[src/rtl/pipe_hazard_ctrl.sv]
// Pipeline hazard controller: operand forwarding selects, load-use and branch
// bubbles, and data-memory wait stalls, with a saturating stall-cycle counter.
module pipe_hazard_ctrl #(
  parameter int REG_W     = 4,
  parameter int NSRC      = 2,
  parameter int LU_CYC    = 1,
  parameter int FLUSH_CYC = 1,
  parameter int CNT_W     = 16
) (
  input  logic                   clk,
  input  logic                   rst,
  input  logic [NSRC*REG_W-1:0]  id_src,
  input  logic [NSRC*REG_W-1:0]  ex_src,
  input  logic [REG_W-1:0]       ex_dst,
  input  logic                   ex_regwrite,
  input  logic                   ex_memread,
  input  logic [REG_W-1:0]       mem_dst,
  input  logic                   mem_regwrite,
  input  logic                   mem_memwrite,
  input  logic [REG_W-1:0]       mem_st_src,
  input  logic [REG_W-1:0]       wb_dst,
  input  logic                   wb_regwrite,
  input  logic                   br_taken,
  input  logic                   dmem_busy,
  output logic [NSRC*2-1:0]      fwd_sel,
  output logic                   mem_mem_fw,
  output logic [3:0]             hold,
  output logic [3:0]             no_op,
  output logic [CNT_W-1:0]       stall_cnt,
  output logic [1:0]             state
);

  typedef enum logic [1:0] {
    ST_RUN   = 2'd0,
    ST_LU    = 2'd1,
    ST_FLUSH = 2'd2,
    ST_MEMW  = 2'd3
  } state_t;

  state_t         state_r, state_nx_s, ret_r, ret_nx_s, rule_state_s;
  logic [3:0]     cnt_r, cnt_nx_s;
  logic [3:0]     hold_s, no_op_s;
  logic           load_use_s;
  logic [CNT_W-1:0] stall_cnt_r;

  function automatic logic [1:0] fwd_code(
    input logic [REG_W-1:0] src,
    input logic             m_we,
    input logic [REG_W-1:0] m_dst,
    input logic             w_we,
    input logic [REG_W-1:0] w_dst
  );
    if (m_we && (m_dst != '0) && (m_dst == src)) begin
      return 2'b01;
    end else if (w_we && (w_dst != '0) && (w_dst == src)) begin
      return 2'b10;
    end else begin
      return 2'b00;
    end
  endfunction

  // Per-slot forwarding selects and store-data forward
  always_comb begin
    fwd_sel = '0;
    for (int i = 0; i < NSRC; i++) begin
      fwd_sel[2*i +: 2] = fwd_code(ex_src[i*REG_W +: REG_W], mem_regwrite, mem_dst,
                                   wb_regwrite, wb_dst);
    end
    mem_mem_fw = mem_memwrite & wb_regwrite & (wb_dst != '0) & (wb_dst == mem_st_src);
  end

  // Load-use detection against any IF/ID source slot
  always_comb begin
    load_use_s = 1'b0;
    for (int i = 0; i < NSRC; i++) begin
      if (id_src[i*REG_W +: REG_W] == ex_dst) begin
        load_use_s = 1'b1;
      end else begin
        load_use_s = load_use_s;
      end
    end
    load_use_s = load_use_s & ex_memread & (ex_dst != '0);
  end

  // Once memory is ready, MEMW behaves exactly like the state it interrupted
  always_comb begin
    if ((state_r == ST_MEMW) && !dmem_busy) begin
      rule_state_s = ret_r;
    end else begin
      rule_state_s = state_r;
    end
  end

  // Next-state, counter and stall/bubble controls
  always_comb begin
    hold_s     = 4'b0000;
    no_op_s    = 4'b0000;
    state_nx_s = state_r;
    cnt_nx_s   = cnt_r;
    ret_nx_s   = ret_r;
    case (rule_state_s)
      ST_RUN: begin
        state_nx_s = ST_RUN;
        if (dmem_busy) begin
          hold_s     = 4'b0111;
          no_op_s    = 4'b1000;
          state_nx_s = ST_MEMW;
          ret_nx_s   = ST_RUN;
        end else if (load_use_s) begin
          hold_s  = 4'b0001;
          no_op_s = 4'b0010;
          if (LU_CYC > 1) begin
            state_nx_s = ST_LU;
            cnt_nx_s   = 4'(LU_CYC - 1);
          end else begin
            state_nx_s = ST_RUN;
          end
        end else if (br_taken) begin
          no_op_s = 4'b0001;
          if (FLUSH_CYC > 1) begin
            state_nx_s = ST_FLUSH;
            cnt_nx_s   = 4'(FLUSH_CYC - 1);
          end else begin
            state_nx_s = ST_RUN;
          end
        end else begin
          state_nx_s = ST_RUN;
        end
      end
      ST_LU, ST_FLUSH: begin
        if (dmem_busy) begin
          hold_s     = 4'b0111;
          no_op_s    = 4'b1000;
          state_nx_s = ST_MEMW;
          ret_nx_s   = rule_state_s;
        end else begin
          if (rule_state_s == ST_LU) begin
            hold_s  = 4'b0001;
            no_op_s = 4'b0010;
          end else begin
            no_op_s = 4'b0001;
          end
          cnt_nx_s = (cnt_r != 4'd0) ? (cnt_r - 4'd1) : 4'd0;
          if (cnt_r <= 4'd1) begin
            state_nx_s = ST_RUN;
          end else begin
            state_nx_s = rule_state_s;
          end
        end
      end
      ST_MEMW: begin
        hold_s     = 4'b0111;
        no_op_s    = 4'b1000;
        state_nx_s = ST_MEMW;
      end
      default: begin
        state_nx_s = ST_RUN;
        cnt_nx_s   = 4'd0;
        ret_nx_s   = ST_RUN;
      end
    endcase
  end

  // Reset masks all stall and bubble requests
  always_comb begin
    if (rst) begin
      hold  = 4'b0000;
      no_op = 4'b0000;
    end else begin
      hold  = hold_s;
      no_op = no_op_s;
    end
  end

  // FSM, bubble counter, return state and saturating stall counter
  always_ff @(posedge clk) begin
    if (rst) begin
      state_r     <= ST_RUN;
      cnt_r       <= 4'd0;
      ret_r       <= ST_RUN;
      stall_cnt_r <= '0;
    end else begin
      state_r <= state_nx_s;
      cnt_r   <= cnt_nx_s;
      ret_r   <= ret_nx_s;
      if ((hold_s != 4'b0000) && (stall_cnt_r != {CNT_W{1'b1}})) begin
        stall_cnt_r <= stall_cnt_r + CNT_W'(1);
      end else begin
        stall_cnt_r <= stall_cnt_r;
      end
    end
  end

  assign stall_cnt = stall_cnt_r;
  assign state     = state_r;

endmodule

[config.mk]
export PLATFORM = sky130hd
export DESIGN_NAME = pipe_hazard_ctrl
export DESIGN_NICKNAME = d
export VERILOG_FILES = /design/src/rtl/pipe_hazard_ctrl.sv
export SDC_FILE = /design/constraint.sdc
export NUM_CORES = 1
export LEC_CHECK = 0
export CORE_AREA = 4 4 65 73
export DETAILED_ROUTE_END_ITERATION = 12
export DIE_AREA = 0 0 69 77
export GPL_TIMING_DRIVEN = 0
export PLACE_DENSITY = 0.79
export SLEW_MARGIN = 20
export SYNTH_ARGS = -nofsm -noshare
export SYNTH_HDL_FRONTEND = slang
export SYNTH_SLANG_ARGS = --single-unit
[constraint.sdc]
create_clock -name clk -period 4.4 [get_ports clk]
set_clock_uncertainty 0.05 [all_clocks]
set_input_delay 0.88 -clock clk [delete_from_list [all_inputs] [get_ports clk]]
set_output_delay 0.88 -clock clk [all_outputs]
set_load 0.05 [all_outputs]
==> run_results.csv <==
group,metric,value,unit
cts,htreeDepth,1,
place,dpl.hpwl,3.67,mm
synth,async_flop_share,0,%
floorplanning,dieArea,5310,um^2
cts,cts_hold_buffers,0,
synth,yosys_register_bits,24,
timing,max_slew_margin,61.7,%
setup_path,startpoint_type,"primary input",
timing,rsz0062_at_grt,"no",
drt,vias_per_cell,5.28,
timing,setup_ws,0.166,ns
timing,tightest_slew,0.567,ns
grt,grt_util_all_layers,18.1,%
synth,synth_top_flop_cell,"dfxtp_1",
setup_path,endpoint_kind,"output port",
final_layout,fin_util,63.6,%
timing,maxSlewViolCount,0,
outcome,outcome,"completed",
power,leakage,0.895,nW
cts,clk_pin_slew_worst_paths,0.09,ns
hold_path,hp-class,"reg -> reg",
drt,drcViolationCount,0,
timing,max_freq,236,MHz
setup_path,cp.required,3.47,ns
run,drv_cap,0,
drt,wire_per_inst,14.2,um
power,power.density,350,nW/um^2
timing,hold_violations,0,
floorplanning,initial_utilization,42.7,%
cts,clk_path_buf_depth,2,
drt,routed_wirelength,4.67,mm
final_layout,syn_to_final_growth,49.0,%
synth,ys_types,41,
floorplanning,die_h,77,um
floorplanning,pin_count,72,
grt,antenna_found_initial,0,
cts,cts_root_buf,"clkbuf_8",
grt,grt_pass1_vias,1719,
final_layout,layout_common_cells,"clkdlybuf4s50_1, dfxtp_1, xnor2_1",
setup_path,crit_path_max_fanout,10,
synth,synth_seq_area_share,28.4,%
drt,vias,1743,
place,placed_cells,326,
setup_path,criticalPathCategory,"in -> out",
synth,synth.avg_cell_area,8.22,um^2
drt,ant_nets,0,
place,portBuffers,67,
final_layout,nNetsFinal,325,
power,power,0.000883,W
synth,syn_inst,206,
synth,synth-edff-count,0,
timing,tns,0,ns
drt,drtIter0Drc,48,
place,dp_slack,-0.543,ns
floorplanning,die_w,69,um
timing,setup_viol_count_final,0,
grt,grt_max_degree,15,
final_layout,diodes,0,
cts,insertion_delay,0.27,ns
timing,finalCritPeriodShare,96.2,%
place,gp_congestion,0.822,
cts,cts_tree,"done",
floorplanning,num_rows,24,
cts,cts_buffers,3,
drt,dr.pass1.iters,4,
final_layout,stdcell_count,330,
setup_path,cp.arrival,3.30,ns
synth,synth_warnings,0,
grt,grt_pass1_wl,8.18,mm
grt,grt_overflow,0,
final_layout,drive_gt1_share,8.63,%
synth,synth_area,1690,um^2
cts,cts_sinks,24,
timing,fin_crit,4.23,ns
power,peakVddDrop,0.324,mV
final_layout,final_common_cell,"clkdlybuf4s50_1",
floorplanning,core_area,3960,um^2
cts,post-cts-setup-buffer-count,0,
-- final timing paths --
kind / start / to / slack (ns) / depth (start not counted)
setup reg to reg: state[1] / stall_cnt[9] / 1.43 / 12
hold reg to reg: stall_cnt[6] / stall_cnt[6] / 0.45 / 2
hold / removal: stall_cnt[6] / stall_cnt[6] / 0.45 / 2
setup / recovery: dmem_busy / hold[0] / 0.17 / 8
-- sequential cells by signal, summed over array words and instances (netlist names) --
name and flops:
stall_cnt 16, ret_r 2, state 2, cnt_r 4
-- kinds of logic after synthesis --
family                   Yosys count  synth area share (%)
adder cells (fa/ha/maj)            5                  3.70
flip-flops                        24                  28.4
other                              1                 0.222
multiplexers                       2                  1.26
AO/OA/AOI/OAI                     48                  18.3
XOR/XNOR                          33                  17.1
buffers and inverters             20                  5.91
AND/OR/NAND/NOR                   73                  25.1
-- critical path, stage by stage --
cell and delay (ns):
clkdlybuf4s50_1 0.45, clkbuf_2 0.24, o31ai_4 0.30, inv_1 0.11, ha_1 0.39, o21bai_1 0.23, a221oi_1 0.28, clkdlybuf4s15_2 0.42
-- power by group --
part           switching, W  internal, W
registers         0.0000237     0.000236
logic              0.000257     0.000169
clock network     0.0000751     0.000122
total              0.000356     0.000527
-- layer usage --
layer | vias to the layer above | GRT usage [%] | wire, um
li1 | 889 | - | -
met1 | 788 | 23.6 | 2110
met2 | 59 | 30.2 | 2220
met3 | 7 | 3.40 | 273
met4 | 0 | 5.66 | 70
met5 | - | 0 | 0
-- final cells by class --
cell class | count | area (um^2)
plain buffers | 12 | 71.3
clock buffers | 3 | 41.3
clock inverters | 1 | 30.0
fillers | 358 | 1440
inverters | 8 | 30.0
multi-input cells | 163 | 1130
flip-flops and latches | 24 | 480
well taps | 52 | 65.1
repair buffers | 67 | 669
-- per-stage QoR --
step	hold slack [ns]	instance area, um^2
2_1_floorplan	0.405	1700
3_3_place_gp	0.424	2430
3_5_place_dp	0.437	2430
4_1_cts	0.456	2510
5_1_grt	0.475	2520
6_report	0.453	2520
-- synth_stat cells (all sizes together) (4+ instances only) --
cell / instances / area, um^2
xnor2: 22 / 193
nand2: 8 / 30.0
xor2: 11 / 96.3
nor3: 10 / 50.1
nand4: 7 / 43.8
o41ai: 4 / 35.0
clkbuf: 4 / 15.0
o21ai: 9 / 45.0
buf: 8 / 55.1
o31ai: 7 / 57.6
ha: 5 / 62.6
or4: 4 / 30.0
dfxtp: 24 / 480
nand3: 6 / 30.0
inv: 8 / 30.0
nor2: 18 / 67.6
a21oi: 18 / 90.1
or3: 6 / 37.5
-- what timing repair did --
action,CTS,global route
gates resized for setup,13,5
setup endpoints to repair,5,4
cloned,0,0
Power figures use the tool's default switching activity.
==> edit (same flow settings) <==
Change the parameter `NSRC` from 2 to 1.
--- a/src/rtl/pipe_hazard_ctrl.sv
+++ b/src/rtl/pipe_hazard_ctrl.sv
@@ -2,7 +2,7 @@
 // bubbles, and data-memory wait stalls, with a saturating stall-cycle counter.
 module pipe_hazard_ctrl #(
   parameter int REG_W     = 4,
-  parameter int NSRC      = 2,
+  parameter int NSRC      = 1,
   parameter int LU_CYC    = 1,
   parameter int FLUSH_CYC = 1,
   parameter int CNT_W     = 16
Interface: changed (resized ex_src, fwd_sel and id_src); port bits go from 72 to 62. The function was not compared with the original's and may differ.
==> edit against the unedited design <==
Utilization shrank 5.5 points; synthesized cell count is 1.5% lower; wire length shrank 13%; final area down 8.6%; area after synthesis shrank 5.5%; final cell count shrank 4.2%; power decreased by 3.0%; register-to-register slack gained 0.21 ns; setup slack improved by 0.056 ns; sequential cell count did not move; critical path type unchanged.
==> edit: results (changes against the unedited design) <==
- The average size of a mapped cell is 7.88 sq um (-4.1%).
- The aggregate global-route resource usage came to 15.6% (-2.6 points).
* Area share of xor/xnor cells in the synthesized design: 7.66% (-9.4 points)
* Pin count of the biggest net entering global routing: 14 (-1)
- The first-pass GRT wire length came to 7.08 mm (-13%).
- By count the netlist is led by sky130_fd_sc_hd__dfxtp_1 (24), sky130_fd_sc_hd__nor2_1 (21).
- The count of input and output buffers was 56 (-16%).
- The measured slew at the worst slew-check pin came to 0.510 ns (-0.0567 ns).
- The final cell count without fillers came to 316 (-4.2%).
* Largest buffer count on any clock path: 2 (unchanged)
* Total via count in the routed design: 1680 (-3.6%)
* Area share of fa/ha/maj cells after synthesis: 3.91% (+0.21 points)
- Standby leakage power: 0.828 nW (-7.5%)
* Largest stage delay on the critical path: 0.39 ns (-0.06 ns)
- The number of H-tree branching levels came to 1 (unchanged).
- The multiplexer area fraction after synthesis came to 4.61% (+3.4 points).
- Number of global-route vias before repair: 1582 (-8.0%)
* Layout cell share with drive strength beyond 1: 7.20% (-1.4 points)
- The sequential share of the synthesized area came to 30.0% (+1.6 points).
- The total CTS buffers is 3 (unchanged).
* Cell at the slowest stage of the critical path: sky130_fd_sc_hd__ha_1
- The wire length per cell after detailed routing is 12.9 um (-9.0%).
- The half-perimeter wire length of the detailed placement result was 3.17 mm (-14%).
- Arrival @ worst endpoint: 3.25 ns (-0.05 ns)
- The fraction of the mapped netlist area in compound gates is 15.2% (-3.1 points).
- The weighted congestion reported at the end of routability-driven placement was 0.853 (+3.9%).
* Violation count after the first detailed-route iteration: 52 (+8.3%)
- The final net count is 303 (-6.8%).
* Critical path's top delay family: buffers and inverters
* Largest cells by area after synthesis: sky130_fd_sc_hd__dfxtp_1 (30%), sky130_fd_sc_hd__xnor2_1 (6.0%), sky130_fd_sc_hd__nor2_1 (4.9%)
- The run finished with clean final reports.
- The async set-reset flop share out of synthesis is 0% (unchanged).
- In this run the clock root is driven by a sky130_fd_sc_hd__clkbuf_8.
* Worst-case vdd ir drop: 0.252 mV (-22%)
- The number of instances in the placed design is 312 (-4.3%).
-- edit: layout make-up --
cell class | count | area (sq um)
repair buffers | 56 | 562
flip-flops and latches | 24 | 480
fillers | 375 | 1660
multi-input cells | 159 | 1030
plain buffers | 14 | 81.3
inverters | 7 | 26.3
clock buffers | 4 | 55.1
well taps | 52 | 65.1
-- edit: power by group --
part | internal (mW) | leakage, nW | switching, mW | total (mW)
Clock | 0.0800 | 0.0288 | 0.0729 | 0.153
Sequential | 0.235 | 0.194 | 0.0212 | 0.256
Combinational | 0.179 | 0.605 | 0.268 | 0.447
Total | 0.494 | 0.828 | 0.363 | 0.857
-- edit: metrics by stage --
step	TNS [ns]	utilization, %	hold slack [ns]	setup WS [ns]	instance area, sq um
2_1_floorplan	0	-	0.413	0.0729	1600
3_3_place_gp	-0.593	56.3	0.432	-0.432	2230
3_5_place_dp	-0.793	56.3	0.448	-0.484	2230
4_1_cts	0	57.8	0.460	0.0303	2290
5_1_grt	0	58.1	0.496	0.0278	2300
6_report	0	58.1	0.456	0.222	2300
-- edit: layer usage --
metal | wire length [um] | up-vias | GRT usage, %
met5 | 0 | - | 0
met4 | 36 | 0 | 3.91
met3 | 303 | 5 | 4.44
met2 | 1910 | 62 | 26.4
met1 | 1820 | 763 | 19.3
li1 | - | 850 | -
-- edit: worst paths after layout --
path | startpoint | end | slack, ns | cells after the start
worst max-delay path | dmem_busy | hold[0] | 0.22 | 11
worst min-delay path | cnt_r[3] | cnt_r[3] | 0.46 | 1
worst min register to register | cnt_r[3] | cnt_r[3] | 0.46 | 1
worst max register to register | state[1] | stall_cnt[11] | 1.64 | 9
-- edit: timing repair --
action                                  4_1_cts  5_1_grt
endpoints found under the setup margin        4        4
buffers inserted                              0        0
resized for setup                             4        3
